## src/rtl/vga_fb_pkg.sv

```systemverilog
// Shared types for the framebuffer arbiter: default bus widths and the arbiter state encoding.
// No logic, no latency, no flow control.
package vga_fb_pkg;
    localparam int ADDR_W_DEF = 16;
    localparam int DATA_W_DEF = 8;

    typedef enum logic [1:0] {
        S_IDLE = 2'd0,
        S_RD   = 2'd1,
        S_WR   = 2'd2
    } arb_state_t;
endpackage

```

## src/rtl/fb_rd_return_pipe.sv

```systemverilog
// Read-return path: 2-stage valid shift tracking mem_re, plus the disp_rdata capture register.
// Latency 2 cycles from mem_re to rvalid; no backpressure, the display always accepts.
module fb_rd_return_pipe #(
    parameter int DATA_W = 8
) (
    input  logic              clk,
    input  logic              rst_n,
    input  logic              rd_issue_i,
    input  logic [DATA_W-1:0] mem_rdata_i,
    output logic              rvalid_o,
    output logic [DATA_W-1:0] rdata_o
);
    logic [1:0]        vld_q;
    logic [DATA_W-1:0] rdata_q;

    always_ff @(posedge clk or negedge rst_n) begin
        if (!rst_n) begin
            vld_q   <= 2'b00;
            rdata_q <= '0;
        end else begin
            vld_q <= {vld_q[0], rd_issue_i};
            // RAM data is on mem_rdata only in the cycle after mem_re.
            if (vld_q[0]) begin
                rdata_q <= mem_rdata_i;
            end
        end
    end

    assign rvalid_o = vld_q[1];
    assign rdata_o  = rdata_q;
endmodule

```

## src/rtl/vga_fb_arbiter.sv

```systemverilog
// Single-port framebuffer arbiter: display reads win in active video, writes win in blanking, starvation forces a write slot.
// Grants are combinational; read data 3 cycles after grant. Optional FB_ARB_STATS_EN adds the wr_stall_cnt port.
module vga_fb_arbiter
    import vga_fb_pkg::*;
#(
    parameter int ADDR_W     = ADDR_W_DEF,
    parameter int DATA_W     = DATA_W_DEF,
    parameter int STARVE_MAX = 15
) (
    input  logic              clk,
    input  logic              reset,
    input  logic              blank_n,
    input  logic              frame_start,
    input  logic              disp_req,
    input  logic [ADDR_W-1:0] disp_addr,
    output logic              disp_gnt,
    output logic              disp_rvalid,
    output logic [DATA_W-1:0] disp_rdata,
    input  logic              wr_req,
    input  logic [ADDR_W-1:0] wr_addr,
    input  logic [DATA_W-1:0] wr_data,
    output logic              wr_gnt,
    output logic [ADDR_W-1:0] mem_addr,
    output logic [DATA_W-1:0] mem_wdata,
    output logic              mem_we,
    output logic              mem_re,
    input  logic [DATA_W-1:0] mem_rdata
`ifdef FB_ARB_STATS_EN
    ,
    output logic [15:0]       wr_stall_cnt
`endif
);
    localparam logic [7:0] STARVE_LIM = 8'(STARVE_MAX);

    arb_state_t        state_q, state_d;
    logic [ADDR_W-1:0] addr_q, addr_d;
    logic [DATA_W-1:0] wdata_q, wdata_d;
    logic [7:0]        starve_q, starve_d;
    logic              run_q;
    logic              wr_win;

    always_comb begin
        // run_q keeps both grants low during reset and the first cycle after release.
        wr_win   = run_q && wr_req && (!blank_n || !disp_req || (starve_q == STARVE_LIM));
        wr_gnt   = wr_win;
        disp_gnt = run_q && disp_req && !wr_win;

        if (!wr_req || wr_win) begin
            starve_d = 8'd0;
        end else if (starve_q != STARVE_LIM) begin
            starve_d = starve_q + 8'd1;
        end else begin
            starve_d = starve_q;
        end

        state_d = S_IDLE;
        addr_d  = addr_q;
        wdata_d = wdata_q;
        if (wr_win) begin
            state_d = S_WR;
            addr_d  = wr_addr;
            wdata_d = wr_data;
        end else if (disp_gnt) begin
            state_d = S_RD;
            addr_d  = disp_addr;
        end
    end

    always_ff @(posedge clk or negedge reset) begin
        if (!reset) begin
            state_q  <= S_IDLE;
            addr_q   <= '0;
            wdata_q  <= '0;
            starve_q <= 8'd0;
            run_q    <= 1'b0;
        end else begin
            state_q  <= state_d;
            addr_q   <= addr_d;
            wdata_q  <= wdata_d;
            starve_q <= starve_d;
            run_q    <= 1'b1;
        end
    end

    assign mem_addr  = addr_q;
    assign mem_wdata = wdata_q;
    assign mem_we    = (state_q == S_WR);
    assign mem_re    = (state_q == S_RD);

    fb_rd_return_pipe #(
        .DATA_W (DATA_W)
    ) u_rd_pipe (
        .clk         (clk),
        .rst_n       (reset),
        .rd_issue_i  (mem_re),
        .mem_rdata_i (mem_rdata),
        .rvalid_o    (disp_rvalid),
        .rdata_o     (disp_rdata)
    );

`ifdef FB_ARB_STATS_EN
    logic [15:0] stall_q;

    always_ff @(posedge clk or negedge reset) begin
        if (!reset) begin
            stall_q <= 16'd0;
        end else if (frame_start) begin
            stall_q <= 16'd0;
        end else if (wr_req && !wr_win && (stall_q != 16'hFFFF)) begin
            stall_q <= stall_q + 16'd1;
        end
    end

    assign wr_stall_cnt = stall_q;
`else
    logic unused_frame_start;
    assign unused_frame_start = frame_start;
`endif
endmodule

```

## config.mk

```make
export PLATFORM = sky130hd
export DESIGN_NAME = vga_fb_arbiter
export DESIGN_NICKNAME = d
export VERILOG_FILES = /design/src/rtl/vga_fb_pkg.sv /design/src/rtl/fb_rd_return_pipe.sv /design/src/rtl/vga_fb_arbiter.sv
export SDC_FILE = /design/constraint.sdc
export NUM_CORES = 1
export LEC_CHECK = 0
export CAP_MARGIN = 20
export CELL_PAD_IN_SITES_DETAIL_PLACEMENT = 0
export CELL_PAD_IN_SITES_GLOBAL_PLACEMENT = 1
export CORE_MARGIN = 4
export CORE_UTILIZATION = 28
export CTS_CLUSTER_DIAMETER = 80
export DETAILED_ROUTE_END_ITERATION = 16
export MAX_ROUTING_LAYER = met4
export PLACE_DENSITY = 0.78
export SYNTH_ARGS = -nofsm -noshare
export SYNTH_HDL_FRONTEND = slang
export SYNTH_SLANG_ARGS = --single-unit
export TNS_END_PERCENT = 50
```

## constraint.sdc

```tcl
create_clock -name clk -period 2.14 [get_ports clk]
set_clock_uncertainty 0.05 [all_clocks]
set_input_delay 0.321 -clock clk [delete_from_list [all_inputs] [get_ports clk]]
set_output_delay 0.321 -clock clk [all_outputs]
set_load 0.005 [all_outputs]
```

After elaboration in Yosys (flattened, before gate mapping)
Index checks and enable logic that the tools add are counted.

Bits in registers: 45. Input bits: 54. Output and inout bits: 37. Logic and storage cells: 31.

$add $sub $neg: 1. Equality and inequality tests: 4. Mux-type cells: 6. Reduce and logical (&&, ||, !) cells: 13.

Operators by type and width (number): 2-to-1 mux 16 bit (2); 2-to-1 mux 8 bit (2); adder 8 x 1 -> 8 bit (second input constant) (1); equality test 8 x 4 -> 1 bit (second input constant) (1); inequality test 8 x 4 -> 1 bit (second input constant) (1); logical AND 1 bit (4); zero test 1 bit (4); nonzero test 2 bit (2); logical OR 1 bit (3); equality test 2 x 1 -> 1 bit (second input constant) (1); equality test 2 bit (second input constant) (1); 2-to-1 mux 2 bit (1); 2-to-1 mux 1 bit (1).

Depth between registers and ports, before layout
Depth after elaboration: 8. Gate-level depth with buffers: 8.

By module
From an unflattened synthesis, not the netlist that was laid out.

Cells, all modules: 158. Area total of the unflattened synthesis: 1975.6 um2.

Modules (own cells, without submodules): vga_fb_arbiter (instances 1, cells an instance 139, area an instance 1594.0 um2, seq. area each 875.8 um2); fb_rd_return_pipe (instances 1, cells an instance 19, area an instance 381.6 um2, seq. area each 250.2 um2).

Worst setup path before layout
OpenSTA, ideal clock, no wires.

Kind: reg-to-output. Start: reg starve_q[0]. End: out disp_gnt. Arrival: 1.719 ns. Required time: 1.769 ns. Setup slack: 0.050 ns. Stages on the path, launching flop included: 9. Path through: dfrtp_1 -> ha_1 -> and4_1 -> a22o_1 -> buf_6 -> and2_4 -> buf_6 -> buf_2 -> nor2_1.

Cells in the longest elaborated chain, start to end: 5.

Ends and longest elaborated chain: start, declared (RTL line vga_fb_arbiter.sv:38) `logic [7:0] starve_q, starve_d;`; start signal, assigned (RTL line vga_fb_arbiter.sv:80) `starve_q <= starve_d;`; equality test 8 x 4 -> 1 bit (RTL line vga_fb_arbiter.sv:44) `wr_win = run_q && wr_req && (!blank_n || !disp_req || (starve_q == STARVE_LIM));`; logical OR 1 bit (RTL line vga_fb_arbiter.sv:44); logical AND 1 bit (RTL line vga_fb_arbiter.sv:44); net wr_gnt (RTL line vga_fb_arbiter.sv:22) `output logic wr_gnt,`; zero test 1 bit (RTL line vga_fb_arbiter.sv:46) `disp_gnt = run_q && disp_req && !wr_win;`; logical AND 1 bit (RTL line vga_fb_arbiter.sv:46); end, declared (RTL line vga_fb_arbiter.sv:16) `output logic disp_gnt,`.

The timed path passes the listed nets, and every way through them passes these cells.

Worst setup path in the final report
Start: reg starve_q[0]. End: out wr_gnt.

Cells in the longest elaborated chain, start to end: 3.

Ends and longest elaborated chain (RTL line): equality test 8 x 4 -> 1 bit (vga_fb_arbiter.sv:44); logical OR 1 bit (vga_fb_arbiter.sv:44); logical AND 1 bit (vga_fb_arbiter.sv:44); end, declared (vga_fb_arbiter.sv:22).

No other way between the ends.

==> results.md <==
- Final net count: 314
- DRC violations left: 0
- Compound-Gate Fraction of Synth Area: 0.0542
- Die height: 91.2 um
- WS Path Type: reg -> out
- Startpoint Class: register
- Total clock sinks: 45
- Simple-gate portion of the synthesized area: 0.123
- Placer Congestion: 0.729
- Synthesized area per cell: 12.4 um2
- RSZ-0062 raised after global routing: no
- Fin. Hold Viols: 0
- Fill count: 650
- Cell Int Power: 0.00167 W
- Sw Ratio: 0.226
- Die area: 0.00832 mm2
- Outcome: finished clean
- Combinational Power Share: 0.247
- Leak: 1.36 nW
- Synth Net Count: 212
- DP Wirelength: 3710 um
- Vias in the first global route: 1611
- Place WS: -0.244 ns
- Worst Hold Class: in -> async
- Iter 0 DRT Violations: 41
- Final setup viols: 0
- Input/output buffers: 89
- Largest family of logic cells by synthesized area: multiplexers
- Synth Area in Adders: 0.00645
- Largest net degree at the start of global routing: 24
- CP max stage delay: 0.39 ns
- Worst VDD drop: 0.362 mV
- Die Wd: 91.2 um
- CTS Buf Count: 5
- Post-synthesis mux area share: 0.185
- First-pass GRT wire length: 7860 um
- Routed Antenna Nets: 0
- Tmin final: 2.07 ns
- WL/cell: 14.5 um
- Clk Latency, worst-skew pair: 0.29 ns
- Total GRT Usage: 0.122
- # IOs: 91
- Detailed-route wire length: 4900 um
- Antenna cells: 0
- Synth unique cells: 27
- Crit end category: output port
- Crit path arrival time: 1.70 ns
- Vias: 1560
- # H-tree levels: 2
- Most common cell after layout, fill and taps aside: clkdlybuf4s50_1
- Total core area: 0.00676 mm2
- Min setup slack post-route: 0.0725 ns
- Buf/Inv on CP: 2
- Clock Root Buffer: clkbuf_8
- Flops & latches, synth: 45
- Seq/Total Area, Yosys: 0.581
- Fin. max-slew vios: 0
- CP top delay family: flip-flops
- YS warnings: 0
- Overflow after GRT: 0
- Pwr/cell area: 698 mW/mm2
- Clk slew on worst S/H paths: 0.08 ns
- Synthesized area: 0.00194 mm2
- Crit path max fanout: 5
- NetSw: 0.000488 W
- Critical path's slowest cell: dfrtp_1
- Area Overhead vs Synth: 59.4%
- Most frequent cells in the layout: clkdlybuf4s50_1 (86), dfrtp_1 (45), mux2i_1 (17), nand3_1 (17), o21ai_0 (16)
- CTS tree: built
- Initial antenna violation count: 0
- Reg power frac: 0.473
- Max Fclk: 484 MHz
- Critical path required time: 1.77 ns
- Setup Buffers After CTS: 0
- Period utilization: 0.966
- Util after Layout: 0.457
- Row cnt: 30
- Clock power share: 0.280
- Syn Inst Count: 157
- Initial Utilization: 0.287
- First-pass DRT Iterations: 4
- Share of cells above drive strength 1: 0.178
- DR vias/cell: 4.60
- Worst-case clock buffer depth: 2
- Number of max-cap violations: 0
- Synth Area in XOR/XNOR: 0.0181
- CP Cell Sequence: ha_2 -> and4_1 -> a22o_1 -> and2_4 -> buf_4 -> buf_2
-- stage by stage --
step | setup TNS (ns) | area (um2) | hold slack (ns) | cells | power, W
after floorplan | 0 | 1940 | -0.0246 | 157 | 0.00120
final | 0 | 3090 | 0.342 | 339 | 0.00216
after global placement | -0.296 | 2980 | 0.118 | 331 | 0.00157
after CTS | 0 | 3100 | 0.344 | 339 | 0.00219
after detailed placement | -0.378 | 2980 | 0.113 | 331 | 0.00158
after global routing | 0 | 3090 | 0.341 | 339 | 0.00228
-- registers in the layout, indices dropped and copies added, names as in the netlist --
register           count
mem_addr              16
mem_wdata              8
starve_q               8
u_rd_pipe.rdata_o      8
state_q                2
u_rd_pipe.vld_q        2
run_q                  1
-- per-layer routing --
metal  track usage  up-vias  part of all wire
li1              -      754                 -
met3        0.0340        3             0.067
met4        0.0264        0            0.0033
met5             -        -                 0
met2         0.194       51              0.49
met1         0.157      752              0.44
-- cells by family (layout without fill, tap and decap cells) --
family,count (synthesis),after routing
DFF,45,45
adders and majority gates,1,1
muxes,33,33
xor gates and xnor gates,4,4
buffers and inverters,10,112
and+or+nand+nor,43,43
other,1,1
AOI/OAI and AO/OA,20,20
-- repair_timing --
action / CTS / global route
endpoints found under the setup margin: 2 / 1
endpoints found under the hold margin: 5 / 0
hold buffers: 1 / 0
pin swaps: 1 / 0
gates cloned: 0 / 0
resized for setup: 10 / 1
-- power by group through the flow --
stage               registers (W)  logic [W]  clock network, W
floorplan                 0.00104   0.000154                 0
global placement          0.00103   0.000535                 0
detailed placement        0.00104   0.000542                 0
CTS                       0.00102   0.000545          0.000627
global route              0.00104   0.000576          0.000665
finish                    0.00102   0.000532          0.000604
-- cell usage after synthesis --
| cell type | n | area (um2) |
|---|---|---|
| a31oi_1 | 1 | 6.26 |
| dfrtp_1 | 45 | 1130 |
| xnor2_1 | 3 | 26.3 |
| buf_2 | 1 | 5.00 |
| buf_6 | 3 | 33.8 |
| xor2_1 | 1 | 8.76 |
| a21oi_1 | 2 | 10.0 |
| conb_1 | 1 | 3.75 |
| nor3_1 | 2 | 10.0 |
| nand4_1 | 2 | 12.5 |
| mux2i_1 | 17 | 170 |
| a22o_1 | 1 | 8.76 |
| ha_1 | 1 | 12.5 |
| and3_1 | 1 | 6.26 |
| and2_4 | 1 | 8.76 |
| nor4_4 | 1 | 21.3 |
| or2_2 | 1 | 6.26 |
| nand3_1 | 17 | 85.1 |
| nand2_1 | 4 | 15.0 |
| mux2_4 | 2 | 30.0 |
| nor2_1 | 8 | 30.0 |
| and4_1 | 2 | 17.5 |
| mux2_2 | 14 | 158 |
| o21ai_0 | 16 | 80.1 |
| nor2b_1 | 3 | 18.8 |
| clkbuf_1 | 6 | 22.5 |
| nand2b_1 | 1 | 6.26 |
-- worst paths after layout --
path / startpoint / end / cells past startpoint / slack, ns
worst min-delay path: reset / mem_addr[12] / 2 / 0.34
min in group clk: state_q[1] / u_rd_pipe.vld_q[0] / 1 / 0.38
max in group asynchronous: reset / mem_addr[2] / 3 / 1.17
worst min register to register: state_q[1] / u_rd_pipe.vld_q[0] / 1 / 0.38
worst max register to register: starve_q[0] / starve_q[2] / 6 / 0.26
worst max-delay path: starve_q[0] / wr_gnt / 6 / 0.07
-- area by class of cell --
cell class                 instances  area (um2)  share of cell area
timing repair buffer             105         998               0.323
sequential                        45        1130               0.364
clock inverter                     2        35.0              0.0113
tap                               80         100              0.0324
multi-input combinational        102         762               0.247
clock buffer                       5        68.8              0.0223
(Power assumes the default switching activity.)
